==> config.mk <==
export PLATFORM = sky130hd
export DESIGN_NAME = gantry_move_sequencer
export DESIGN_NICKNAME = d
export VERILOG_FILES = /design/src/rtl/gantry_move_sequencer.sv
export SDC_FILE = /design/constraint.sdc
export NUM_CORES = 1
export LEC_CHECK = 0
export ABC_CLOCK_PERIOD_IN_PS = 2950
export CAP_MARGIN = 5
export CORE_UTILIZATION = 50
export CTS_CLUSTER_DIAMETER = 40
export DETAILED_ROUTE_END_ITERATION = 6
export PLACE_DENSITY = 0.66
export SLEW_MARGIN = 20
export SYNTH_ARGS = -nofsm -noshare
export SYNTH_HDL_FRONTEND = slang
export SYNTH_SLANG_ARGS = --single-unit
export TNS_END_PERCENT = 20
==> constraint.sdc <==
create_clock -name i_Clk -period 2.95 [get_ports i_Clk]
set_input_delay 0.885 -clock i_Clk [delete_from_list [all_inputs] [get_ports i_Clk]]
set_output_delay 0.885 -clock i_Clk [all_outputs]
set_load 0.005 [all_outputs]
==> src/rtl/gantry_move_sequencer.sv <==
// Sequencer for the XY stepper gantry and electromagnet that slides Klotski blocks.
// Accepts one-cell move commands (source cell + direction) over valid/ready. For each
// command the head travels empty to the source cell, energises the magnet, drags the
// block one cell, releases it, and then reports completion. It also tracks the head position.
// Ports:
//   i_Clk, i_rst_n             clock, asynchronous active-low reset
//   i_cmd_valid / o_cmd_ready  command handshake (ready only in IDLE)
//   i_cmd_home                 return the head to (0,0); src/dir are ignored
//   i_src_x, i_src_y, i_dir    source cell and drag direction (0 up, 1 down, 2 left, 3 right)
//   o_step_*, o_direction_*    stepper pulse and direction pins (direction 1 = positive axis)
//   o_magnet                   electromagnet enable
//   o_busy, o_done, o_err      status; done/err are single-cycle pulses
//   o_pos_x, o_pos_y           current head cell
module gantry_move_sequencer #(
  parameter int unsigned GRID_W     = 4,
  parameter int unsigned GRID_H     = 5,
  parameter int unsigned CELL_STEPS = 200,
  parameter int unsigned STEP_HALF  = 250,
  parameter int unsigned MAG_SETTLE = 25000000
) (
  input  logic       i_Clk,
  input  logic       i_rst_n,
  input  logic       i_cmd_valid,
  output logic       o_cmd_ready,
  input  logic       i_cmd_home,
  input  logic [2:0] i_src_x,
  input  logic [2:0] i_src_y,
  input  logic [1:0] i_dir,
  output logic       o_step_x,
  output logic       o_direction_x,
  output logic       o_step_y,
  output logic       o_direction_y,
  output logic       o_magnet,
  output logic       o_busy,
  output logic       o_done,
  output logic       o_err,
  output logic [2:0] o_pos_x,
  output logic [2:0] o_pos_y
);

  localparam int unsigned MAXD = (GRID_W > GRID_H) ? GRID_W : GRID_H;
  localparam int unsigned SW   = $clog2(MAXD * CELL_STEPS + 1);
  localparam int unsigned WMAX = (MAG_SETTLE > STEP_HALF) ? MAG_SETTLE : STEP_HALF;
  localparam int unsigned WW   = $clog2(WMAX + 1);
  localparam logic [SW-1:0] CS_W   = SW'(CELL_STEPS);
  localparam logic [WW-1:0] H_LAST = WW'(STEP_HALF - 1);
  localparam logic [WW-1:0] S_LAST = WW'(MAG_SETTLE - 1);
  localparam logic [3:0]    GW4    = 4'(GRID_W);
  localparam logic [3:0]    GH4    = 4'(GRID_H);

  typedef enum logic [2:0] {
    IDLE, DECODE, TRAV_X, TRAV_Y, MAG_ON, DRAG, MAG_OFF, DONE
  } state_t;

  state_t state, state_next;

  logic          home_q, err_q, dir_x_q, dir_y_q, step_lvl;
  logic [2:0]    src_x_q, src_y_q, pos_x, pos_y;
  logic [1:0]    dir_q;
  logic [SW-1:0] nx_steps, ny_steps, step_cnt, step_tgt;
  logic [WW-1:0] wait_cnt;

  logic [2:0] nx, ny, dest_x, dest_y;
  logic       off_board, reject, half_end, wait_end, phase_end;

  // Distances, destination and rejection are derived from the latched command.
  always_comb begin
    nx = (src_x_q > pos_x) ? (src_x_q - pos_x) : (pos_x - src_x_q);
    ny = (src_y_q > pos_y) ? (src_y_q - pos_y) : (pos_y - src_y_q);
    dest_x    = src_x_q;
    dest_y    = src_y_q;
    off_board = 1'b0;
    case (dir_q)
      2'd0: begin off_board = (src_y_q == 3'd0);                dest_y = src_y_q - 3'd1; end
      2'd1: begin off_board = ({1'b0, src_y_q} == GH4 - 4'd1);  dest_y = src_y_q + 3'd1; end
      2'd2: begin off_board = (src_x_q == 3'd0);                dest_x = src_x_q - 3'd1; end
      default: begin off_board = ({1'b0, src_x_q} == GW4 - 4'd1); dest_x = src_x_q + 3'd1; end
    endcase
    reject = !home_q &&
             (({1'b0, src_x_q} >= GW4) || ({1'b0, src_y_q} >= GH4) || off_board);
  end

  // Step-phase length depends on which phase is running.
  always_comb begin
    case (state)
      TRAV_X:  step_tgt = nx_steps;
      TRAV_Y:  step_tgt = ny_steps;
      default: step_tgt = CS_W;
    endcase
    half_end  = (wait_cnt == H_LAST);
    wait_end  = (wait_cnt == S_LAST);
    phase_end = step_lvl && half_end && (step_cnt == step_tgt - 1'b1);
  end

  always_ff @(posedge i_Clk or negedge i_rst_n) begin
    if (!i_rst_n) state <= IDLE;
    else          state <= state_next;
  end

  // Zero-length travel phases are skipped outright so they cost no cycles.
  always_comb begin
    state_next = state;
    case (state)
      IDLE:    if (i_cmd_valid) state_next = DECODE;
      DECODE: begin
        if (reject)          state_next = DONE;
        else if (nx != 3'd0) state_next = TRAV_X;
        else if (ny != 3'd0) state_next = TRAV_Y;
        else if (home_q)     state_next = DONE;
        else                 state_next = MAG_ON;
      end
      TRAV_X: if (phase_end) begin
        if (ny_steps != '0) state_next = TRAV_Y;
        else if (home_q)    state_next = DONE;
        else                state_next = MAG_ON;
      end
      TRAV_Y:  if (phase_end) state_next = home_q ? DONE : MAG_ON;
      MAG_ON:  if (wait_end)  state_next = DRAG;
      DRAG:    if (phase_end) state_next = MAG_OFF;
      MAG_OFF: if (wait_end)  state_next = DONE;
      DONE:    state_next = IDLE;
      default: state_next = IDLE;
    endcase
  end

  always_ff @(posedge i_Clk or negedge i_rst_n) begin
    if (!i_rst_n) begin
      home_q   <= 1'b0;
      err_q    <= 1'b0;
      src_x_q  <= '0;
      src_y_q  <= '0;
      dir_q    <= '0;
      dir_x_q  <= 1'b0;
      dir_y_q  <= 1'b0;
      pos_x    <= '0;
      pos_y    <= '0;
      nx_steps <= '0;
      ny_steps <= '0;
      step_cnt <= '0;
      wait_cnt <= '0;
      step_lvl <= 1'b0;
    end else begin
      if (state == IDLE && i_cmd_valid) begin
        home_q  <= i_cmd_home;
        src_x_q <= i_cmd_home ? 3'd0 : i_src_x;
        src_y_q <= i_cmd_home ? 3'd0 : i_src_y;
        dir_q   <= i_dir;
      end
      if (state == DECODE) begin
        nx_steps <= SW'(nx) * CS_W;
        ny_steps <= SW'(ny) * CS_W;
        err_q    <= reject;
        if (!reject) begin
          dir_x_q <= (src_x_q > pos_x);
          dir_y_q <= (src_y_q > pos_y);
        end
      end
      // Drag direction is set on DRAG entry, while the step line is still low.
      if (state == MAG_ON && state_next == DRAG) begin
        case (dir_q)
          2'd0:    dir_y_q <= 1'b0;
          2'd1:    dir_y_q <= 1'b1;
          2'd2:    dir_x_q <= 1'b0;
          default: dir_x_q <= 1'b1;
        endcase
      end
      if (state == DONE && !err_q) begin
        pos_x <= home_q ? 3'd0 : dest_x;
        pos_y <= home_q ? 3'd0 : dest_y;
      end
      // Every state change restarts the half-period/settle timer with step low.
      if (state_next != state) begin
        wait_cnt <= '0;
        step_cnt <= '0;
        step_lvl <= 1'b0;
      end else begin
        case (state)
          TRAV_X, TRAV_Y, DRAG: begin
            if (half_end) begin
              wait_cnt <= '0;
              step_lvl <= !step_lvl;
              if (step_lvl) step_cnt <= step_cnt + 1'b1;
            end else begin
              wait_cnt <= wait_cnt + 1'b1;
            end
          end
          MAG_ON, MAG_OFF: wait_cnt <= wait_cnt + 1'b1;
          default: ;
        endcase
      end
    end
  end

  always_comb begin
    o_cmd_ready = (state == IDLE);
    o_busy      = (state != IDLE);
    o_magnet    = (state == MAG_ON) || (state == DRAG);
    o_done      = (state == DONE);
    o_err       = (state == DONE) && err_q;
    o_step_x    = step_lvl && ((state == TRAV_X) || ((state == DRAG) &&  dir_q[1]));
    o_step_y    = step_lvl && ((state == TRAV_Y) || ((state == DRAG) && !dir_q[1]));
  end

  assign o_direction_x = dir_x_q;
  assign o_direction_y = dir_y_q;
  assign o_pos_x       = pos_x;
  assign o_pos_y       = pos_y;

endmodule

After elaboration in Yosys (flattened, before gate mapping)
Index checks and enable logic that the tools add are counted.
{ "totals": {"reg_bits": 71, "input_bits": 12, "output_inout_bits": 15, "wordCells": 125} }
{ "classes": {"add_sub_neg": 11, "n_mul": 2, "order_cmp": 4, "n_eq_ne": 16, "muxes": 40, "n_reduce_logical": 37} }
{ "ops": {"columns": ["op", "n"], "rows": [
  ["$mux 25", 2],
  ["$pmux 25 s2", 1],
  ["$mux 3", 16],
  ["$mux 10", 4],
  ["$add 25x1->25 const B", 1],
  ["$eq 25x25->1 const B", 1],
  ["$eq 25x8->1 const B", 1],
  ["$pmux 3 s8", 1],
  ["$pmux 10 s2", 1],
  ["$eq 3x3->1 const B", 6],
  ["$mul 3x5->7 const B", 2],
  ["$pmux 3 s2", 2],
  ["$reduce_bool 3->1", 4],
  ["$sub 3x3->3", 4],
  ["$logic_and 1x1->1", 11],
  ["$add 10x1->10 const B", 1],
  ["$eq 10x10->1", 1],
  ["$reduce_bool 10->1", 1],
  ["$sub 10x1->10 const B", 1],
  ["$eq 3x2->1 const B", 3],
  ["$logic_not 3->1", 3],
  ["$mux 1", 9],
  ["$add 3x1->3 const B", 2],
  ["$ge 3x3->1 const B", 2],
  ["17 further kinds", 30]
]} }

Logic depth before layout (Yosys ltp)
Gate-level depths: netlist of run 1.
{ "depth": {"depth_word": 10, "ltp_mapped": 14, "ltp_nobuf": 13} }

Worst setup path after synthesis of run 1
OpenSTA, ideal clock, no wires.
{ "synth_timing": {"path_kind": "reg2reg", "startpoint": "reg state[0]", "endpoint": "reg state[0]", "setup_time_ps": 143, "arrival_time_ps": 2546, "t_required_ps": 2807, "setup_slack_ps": 261, "path_stages_with_launch": 14, "path_buffers": 2, "synth_period_minus_slack_ps": 2689, "cell_sequence": "dfrtp_1 -> buf_2 -> buf_6 -> mux2i_1 -> nand2_1 -> inv_1 -> ha_1 -> o21ai_0 -> mux2i_1 -> xnor2_1 -> nor4b_2 -> nor3b_4 -> mux2i_1 -> o221ai_1"} }
{ "synth_via": {"elab_chain_cells": 7, "word_cells_on_any_way": 19, "classes_between": "add/sub (1); eq/ne (8); mux (8); reduce/logical (2)"} }
{ "synth_lines": {"columns": ["element", "line_no", "source"], "rows": [
  ["start, declared", "55", "state_t state, state_next;"],
  ["start signal, assigned", "97", "else state <= state_next;"],
  ["$eq 3x2->1", "85, 103", null],
  ["$pmux 10 s2", "85", "case (state)"],
  ["$sub 10x1->10", "92", "phase_end = step_lvl && half_end && (step_cnt == step_tgt - 1'b1);"],
  ["$eq 10x10->1", "92", null],
  ["$logic_and 1x1->1", "92", null],
  ["$mux 3, on equally long branches", "119, 112, 117", null],
  ["$pmux 3 s8 (*)", "103", "case (state)"],
  ["net state_next[0]", "55", null]
]} }
Mark *: on every way through the listed nets, which the timed path passes. The rest lies on a longest branch.
A chain may end at the register's enable or synchronous reset.

Worst setup path after layout of run 1
{ "layout_timing": {"startpoint": "reg state[1]", "endpoint": "out o_step_y"} }
{ "layout_via": {"elab_chain_cells": 4, "word_cells_on_any_way": 5, "classes_between": "eq/ne (2); reduce/logical (3)"} }
{ "layout_lines": {"columns": ["element", "line_no", "source"], "rows": [
  ["$eq 3x3->1", "201", "o_step_y = step_lvl && ((state == TRAV_Y) || ((state == DRAG) && !dir_q[1]));"],
  ["$logic_and 1x1->1", "201", null],
  ["$logic_or 1x1->1 (*)", "201", null],
  ["$logic_and 1x1->1 (*)", "201", null],
  ["end, declared", "31", "output logic o_step_y,"]
]} }
Mark *: on every way between the ends. The rest lies on a longest branch, timed or not.

==> flow_summary.ini, run 1 <==
[hold_path]
hp-start = err_q
whs_endpoint = err_q
min_path_type = flop to flop
hold_depth = 2

[die]
die_y_um = 98.5
initial_utilization_pct = 52.6
die_w_um = 98.5
io_pins = 27
rows = 34
die_area_mm2 = 0.00970
core_mm2 = 0.00885

[worst_setup_path]
start_kind = flop
r2r-end = state[1]
cp_data_arrival_time_ns = 2.00
r2r_cells = 11
cp_max_fo = 12
cp-end-kind = output pin
path_buf_inv = 2
crit_family = buffers and inverters
r2r_slack_ns = 0.18
cpPeakStageDelay_ns = 0.52
cp_slowest_cell = clkdlybuf4s50_1
worstSetupPathType = flop to output pin
rr_startpoint = o_pos_y[1]
crit_required_ns = 2.07
crit_chain = buf_4, or3_1, a21oi_2, clkdlybuf4s50_1

[timing]
rsz0062_at_grt = true
period_needed_ns = 2.88
clock.fmax_ghz = 0.347
setup_viol = 0
relSlewSlack_pct = 56.7
period_share_pct = 97.7
skew_ns = 0.00813
worst_pin_slew_ns = 0.645
drv_slew = 0
hold_viol = 0

[place]
port_buffers = 26
dpl_cell_area_mm2 = 0.00516
dp_hpwl_um = 8100
place_congestion = 0.894

[logic_synthesis]
async_flop_share_pct = 100
synthesis.instances = 527
synth_nets = 565
yosysTopAreaCellShare_pct = 37.1
ys_types = 62
netlist_top_cells_area = dfrtp_1 37%, ha_1 5.4%, nand2_1 4.8%
synth.avg_cell_area_um2 = 8.83
ys_ff_latch = 69
ys_warn_count = 0
ys.flop_type = dfrtp_1
yosysTopAreaCell = dfrtp_1
ys_seq_area_share_pct = 37.1
syn_area_mm2 = 0.00466
synth-edff-count = 0

[routing]
vias = 3922
avgRoutedWirePerCell_um = 16.0
vias_per_cell = 5.69
drc_errors = 0
drt_first_iter_violations = 197
drt-pass1-iter-count = 5
ant_nets = 0
wl_um = 11000

[power_and_ir_drop]
clkPwrFrac_pct = 14.0
irDropWorstVdd_uv = 571
power.total_mw = 5.18
p_leak_nw = 2.40
pwr-share-seq_pct = 28.1
netSwitchingFraction_pct = 43.5
power_frac_comb_pct = 58.0
p_per_area_mw_per_mm2 = 950
p_sw_mw = 2.26
power.internal_mw = 2.93

[final_layout]
final_cell_mix = 69 x dfrtp_1, 59 x nand2_1, 58 x nor2_1, 33 x inv_1, 30 x buf_4
final_common_cell = dfrtp_1
drive_gt1_share_pct = 13.1
fin_nets = 614
final_cell_area_mm2 = 0.00546
diodes = 0
syn2layout_area_growth_pct = 17.2
post-route-util_pct = 61.7

[global_route]
grt_pass1_vias = 3755
grt_overflow_total = 0
grt_max_degree = 70
track_usage_pct = 24.4
grt_pass1_wl_um = 18600
antenna_found_initial = 0

[clock_network]
clock-sinks = 69
cts_root_buf = clkbuf_8
htreeDepth = 3
cts_made_buffers = 9
cts_buffer_depth = 2
cts.clk_slew.worst_paths_ns = 0.08
clk_latency_ns = 0.35
cts_tree = yes

[run_status]
outcome = completed

[job]
maxCapViolCount = 0
-- cells in the mapped netlist (all sizes together) (2+ instances only) --
cell type and instances:
nor2b 7, ha 20, nor3b 4, fa 6, and2 4, nand3b 4, mux2i 18, o221ai 2
o311a 2, a32oi 3, nand2 60, nand4 10, a211oi 3, or4 4, o41ai 2, o21a 3
nor3 12, mux2 6, or3 12, nor2 58, dfrtp 69, nor4b 2, and3 6, xnor2 22
xor2 18, o21ai 25, inv 35, nor4 7, o31ai 5, buf 6, clkbuf 15, a22o 3
nand2b 10, a31oi 3, nand3 27, or2 2, a21oi 21
-- final cells by class --
| cell class | instances | area [µm²] |
|---|---|---|
| clock buffers | 13 | 159 |
| clock inverters | 3 | 20.0 |
| fillers | 774 | 3390 |
| inverters | 35 | 131 |
| multi-input cells | 402 | 2740 |
| flip-flops and latches | 69 | 1730 |
| well taps | 108 | 135 |
| repair buffers | 59 | 541 |
-- state kept, by name, summed over array words and instances, names as in the netlist, 6 cells and up --
name / cells
nx_steps: 6
wait_cnt: 25
step_cnt: 10
ny_steps: 6
-- cells by family after synthesis --
logic type / count (synthesis) / share of synthesized area (%)
fa+ha+maj: 26 / 7.95
compound gates: 80 / 11.5
flops: 69 / 37.1
xor+xnor: 40 / 7.52
simple gates: 232 / 25.5
buf+inv: 56 / 5.05
mux: 24 / 5.40
-- tightest hold or removal path, stage by stage, from the launching register on --
cell and delay, ns:
dfrtp_1 0.36, nand2_1 0.05, nand2_1 0.06
-- power groups by stage --
stage	Combinational (mW)	Sequential, mW	Clock (mW)
final	3.00	1.46	0.724
after global routing	3.38	1.49	0.770
after CTS	2.84	1.46	0.740
after detailed placement	2.78	1.48	0
after global placement	2.70	1.47	0
after floorplan	1.97	1.35	0
-- per-stage QoR --
stage | cells | setup slack (ns) | TNS [ns] | hold WS [ns]
floorplan | 527 | 0.261 | 0 | 0.450
global placement | 664 | 0.0569 | 0 | 0.481
detailed placement | 664 | 0.0146 | 0 | 0.487
CTS | 682 | 0.0264 | 0 | 0.507
global route | 689 | -0.0246 | -0.0558 | 0.550
finish | 689 | 0.0684 | 0 | 0.503
-- worst max-delay path by stage --
stage | startpoint | end | slack [ns] | cells after the start
global route | state[2] | state[1] | -0.02 | 15
finish | state[1] | o_step_y | 0.07 | 4
global placement | o_pos_y[1] | state[1] | 0.06 | 11
floorplan | state[0] | state[0] | 0.26 | 13
CTS | state[1] | o_step_y | 0.03 | 4
detailed placement | o_pos_y[1] | state[1] | 0.01 | 11
-- routing by layer --
layer	vias to the layer above	share of wire, %	GRT usage (%)
met5	-	0	0
met3	20	4.3	3.83
met2	104	48	41.1
met1	1879	45	32.0
met4	0	2.1	9.07
li1	1919	-	-
-- repair_timing --
| item | in CTS | in global routing |
|---|---|---|
| endpoints found under the hold margin | 0 | 0 |
| hold buffers | 0 | 0 |
| setup buffers | 2 | 7 |
| gates resized for setup | 2 | 11 |
| pin swaps | 0 | 4 |
| endpoints found under the setup margin | 2 | 40 |
No activity file was read; power rests on OpenSTA's default activity.
==> run 2, diff against run 1 <==
--- a/config.mk
+++ b/config.mk
@@ -12,4 +12,5 @@
 export DETAILED_ROUTE_END_ITERATION = 6
 export PLACE_DENSITY = 0.66
+export SETUP_SLACK_MARGIN = 0.15
 export SLEW_MARGIN = 20
 export SYNTH_ARGS = -nofsm -noshare
==> constraint.sdc (replaced) <==
create_clock -name i_Clk -period 2.95 [get_ports i_Clk]
set_input_delay 0.295 -clock i_Clk [delete_from_list [all_inputs] [get_ports i_Clk]]
set_output_delay 0.295 -clock i_Clk [all_outputs]
set_load 0.005 [all_outputs]
==> flow_summary.ini, run 2 (same netlist as run 1, synthesis figures left out) <==
[power_and_ir_drop]
irDropWorstVdd_uv = 525
p_leak_nw = 2.43
p_per_area_mw_per_mm2 = 973
power.total_mw = 5.37

[die]
die_y_um = 98.5
io_pins = 27
core_mm2 = 0.00885
initial_utilization_pct = 52.6
die_area_mm2 = 0.00970
rows = 34
die_w_um = 98.5

[worst_setup_path]
crit_required_ns = 3.18
cp_data_arrival_time_ns = 2.93
cp_max_fo = 4
start_kind = flop
cp-end-kind = flop
worstSetupPathType = flop to flop

[routing]
drc_errors = 0
avgRoutedWirePerCell_um = 16.1
drt_first_iter_violations = 165
wl_um = 11100
vias_per_cell = 5.65
drt-pass1-iter-count = 4
ant_nets = 0
vias = 3896

[place]
place_congestion = 0.925
dp.cells = 659
dpl_cell_area_mm2 = 0.00511
place_ws_ns = -0.0187
dp_hpwl_um = 8150
port_buffers = 26

[timing]
skew_ns = 0.0121
fin_ws_ns = 0.256
worst_pin_slew_ns = 0.802
rsz0062_at_grt = true
period_share_pct = 91.3
clock.fmax_ghz = 0.371
drv_slew = 0
hold_viol = 0
whs_ns = 0.0370
setup_viol = 0
relSlewSlack_pct = 46.6
period_needed_ns = 2.69

[clock_network]
cts_tree = yes
htreeDepth = 3
hold_buffers = 0
clock-sinks = 69
cts_root_buf = clkbuf_8
clk_latency_ns = 0.35
cts.clk_slew.worst_paths_ns = 0.09
cts_buffer_depth = 2
cts_made_buffers = 9

[job]
maxCapViolCount = 0

[final_layout]
final_cell_mix = 65 x dfrtp_1, 59 x nand2_1, 58 x nor2_1, 34 x inv_1, 31 x buf_4
fin_nets = 614
largest_reg_flops = 25
top_register = wait_cnt
syn2layout_area_growth_pct = 18.5
final_common_cell = dfrtp_1
reg_top3 = wait_cnt: 25 flops, step_cnt: 10 flops
finalNonFillerCells = 689
final_cell_area_mm2 = 0.00552
diodes = 0
drive_gt1_share_pct = 14.8

[global_route]
track_usage_pct = 24.0
grt_pass1_vias = 3865
grt_overflow_total = 0
grt_pass1_wl_um = 18700
antenna_found_initial = 0
grt_max_degree = 38

[hold_path]
min_path_type = input pin to asynchronous set/reset pin

[run_status]
outcome = completed
-- run 2: changes by cell type in the layout (fill, tap and decap cells not counted), sizes merged --
| cell | previous run | this run |
|---|---|---|
| clkinvlp | 2 | 0 |
| clkinv | 1 | 5 |
| clkbuf | 13 | 9 |
| inv | 35 | 36 |
| bufinv | 0 | 1 |
-- run 2: layout make-up --
type	instances	area [µm²]
fillers	762	3330
flip-flops and latches	69	1730
inverters	35	131
multi-input cells	402	2790
clock buffers	9	124
repair buffers	59	528
well taps	108	135
clock inverters	7	75.1
-- run 2: worst max-delay path, cell delays in order (launching register included) --
cell,delay [ns]
dfrtp_2,0.43
inv_1,0.13
ha_4,0.16
inv_1,0.05
fa_1,0.39
and2_1,0.18
a211o_1,0.26
nand3b_1,0.16
inv_1,0.07
ha_1,0.28
inv_1,0.04
ha_1,0.19
xnor2_1,0.15
a21oi_1,0.08
-- run 2: power breakdown --
part | internal (mW) | switching [mW]
clock | 0.395 | 0.397
sequential | 1.17 | 0.281
combinational | 1.47 | 1.66
-- run 2: final timing paths --
path | from | end | slack, ns | cells after the start
max | src_y_q[0] | ny_steps[9] | 0.26 | 13
min | i_rst_n | ny_steps[7] | 0.04 | 1
max reg2reg | src_y_q[0] | ny_steps[9] | 0.26 | 13
min reg2reg | err_q | err_q | 0.50 | 2
max in group asynchronous | i_rst_n | src_x_q[0] | 2.24 | 2
min in group i_Clk | i_src_y[2] | src_y_q[2] | 0.50 | 3
-- run 2: metrics by stage --
step	TNS (ns)	utilization [%]
floorplan	0	-
global placement	0	57.7
detailed placement	-0.0187	57.7
CTS	0	60.2
global route	0	62.3
finish	0	62.3
-- run 2: repair_timing --
item	CTS	global route
endpoints found under the setup margin	2	38
buffers inserted	2	12
pin swaps	0	6
resized for setup	2	21
cloned	0	0
-- run 2: layer usage --
layer | global-route usage [%] | part of all wire [%] | vias to the layer above
li1 | - | - | 1914
met1 | 32.6 | 46 | 1879
met2 | 40.0 | 48 | 92
met3 | 3.83 | 4.4 | 11
met4 | 6.77 | 1.1 | 0
met5 | 0 | 0 | -
==> run 3, diff against run 2 <==
CORE_UTILIZATION = 43   (was 50)
CTS_CLUSTER_SIZE = 30   (was default)
PLACE_DENSITY = 0.58   (was 0.66)
==> flow_summary.ini, run 3 (same netlist as run 1, synthesis figures left out) <==
[clock_network]
htreeDepth = 3
cts_tree = yes
cts_made_buffers = 9
cts_buffer_depth = 2
cts_root_buf = clkbuf_8
clk_latency_ns = 0.36
cts.clk_slew.worst_paths_ns = 0.07
clock-sinks = 69

[final_layout]
finalNonFillerCells = 715
final_cell_mix = 66 x dfrtp_1, 58 x nand2_1, 58 x nor2_1, 34 x inv_1, 29 x buf_4
drive_gt1_share_pct = 13.8
fin_nets = 612
diodes = 0
largest_reg_flops = 25
reg_top3 = wait_cnt: 25 flops, step_cnt: 10 flops
post-route-util_pct = 53.3
syn2layout_area_growth_pct = 19.2
final_cell_area_mm2 = 0.00555
n_fill_cell = 1012
top_register = wait_cnt
final_common_cell = dfrtp_1

[power_and_ir_drop]
irDropWorstVdd_uv = 410
power.total_mw = 5.37
p_per_area_mw_per_mm2 = 968
p_leak_nw = 2.46

[die]
initial_utilization_pct = 44.7
die_w_um = 106
die_y_um = 106
die_area_mm2 = 0.0112
io_pins = 27
rows = 37
core_mm2 = 0.0104

[place]
place_congestion = 0.926
dpl_cell_area_mm2 = 0.00517
port_buffers = 26
dp.cells = 690
place_ws_ns = 0.0104
dp_hpwl_um = 8150

[timing]
skew_ns = 0.00793
worst_pin_slew_ns = 0.905
finalSetupTns_ns = 0
setup_viol = 0
relSlewSlack_pct = 39.7
fin_ws_ns = 0.275
rsz0062_at_grt = true
period_needed_ns = 2.68
drv_slew = 0
period_share_pct = 90.7
hold_viol = 0
whs_ns = 0.112
clock.fmax_ghz = 0.374

[worst_setup_path]
cpPeakStageDelay_ns = 0.51
start_kind = flop
cp_slowest_cell = or4_1
crit_required_ns = 3.19
cp_max_fo = 4
cp-end-kind = flop
path_buf_inv = 1
worstSetupPathType = flop to flop
crit_chain = inv_1, ha_4, nor2b_2, o21ai_0, a32oi_1, mux2i_1, ha_1, nand2_1, or4_1, o211ai_1, mux2i_1
crit_family = simple AND/OR/NAND/NOR gates
cpMostUsedCell = mux2i_1
cp_data_arrival_time_ns = 2.92

[routing]
vias_per_cell = 5.43
drt_first_iter_violations = 182
wl_um = 11100
ant_nets = 0
avgRoutedWirePerCell_um = 15.6
drt-pass1-iter-count = 4
vias = 3882
drc_errors = 0

[global_route]
antenna_found_initial = 0
track_usage_pct = 21.4
grt_overflow_total = 0
grt_pass1_vias = 3717
grt_pass1_wl_um = 18800
grt_max_degree = 70

[job]
maxCapViolCount = 0

[run_status]
outcome = completed

[hold_path]
min_path_type = input pin to asynchronous set/reset pin
run 3: layout make-up:
type | count | area [µm²] | share of cell area, %
timing repair buffer | 57 | 513 | 9.25
clock inverter | 4 | 70.1 | 1.26
clock buffer | 12 | 155 | 2.80
multi-input combinational | 402 | 2780 | 50.1
sequential | 69 | 1730 | 31.2
tap | 136 | 170 | 3.07
inverter | 35 | 131 | 2.37
run 3: timing repair:
action | 4_1_cts | 5_1_grt
hold buffers | 0 | 0
endpoints found under the setup margin | 34 | 42
setup buffers | 1 | 8
resized for setup | 1 | 19
pin swaps | 0 | 5
run 3: metal layers:
metal  share of wire, %  vias to the layer above  global-route usage, %  wire (µm)
met4                1.3                        0                   6.55        140
met3                3.6                       10                   5.64        399
met2                 48                       71                   34.3       5310
met5                  0                        -                      0          0
li1                   -                     1914                      -          -
met1                 47                     1887                   28.3       5280
run 3: worst paths after layout:
kind	startpoint	slack [ns]	end	depth (start not counted)
min in group i_Clk	i_src_x[0]	0.49	src_x_q[0]	3
max in group asynchronous	i_rst_n	2.16	state[0]	2
setup / recovery	o_pos_x[1]	0.27	state[1]	11
setup reg to reg	o_pos_x[1]	0.27	state[1]	11
hold / removal	i_rst_n	0.11	step_cnt[6]	2
hold reg to reg	err_q	0.50	err_q	2
run 3: where the power goes:
group	total, mW	internal, mW	switching (mW)
clock network	0.882	0.520	0.363
registers	1.44	1.17	0.270
logic	3.05	1.42	1.63
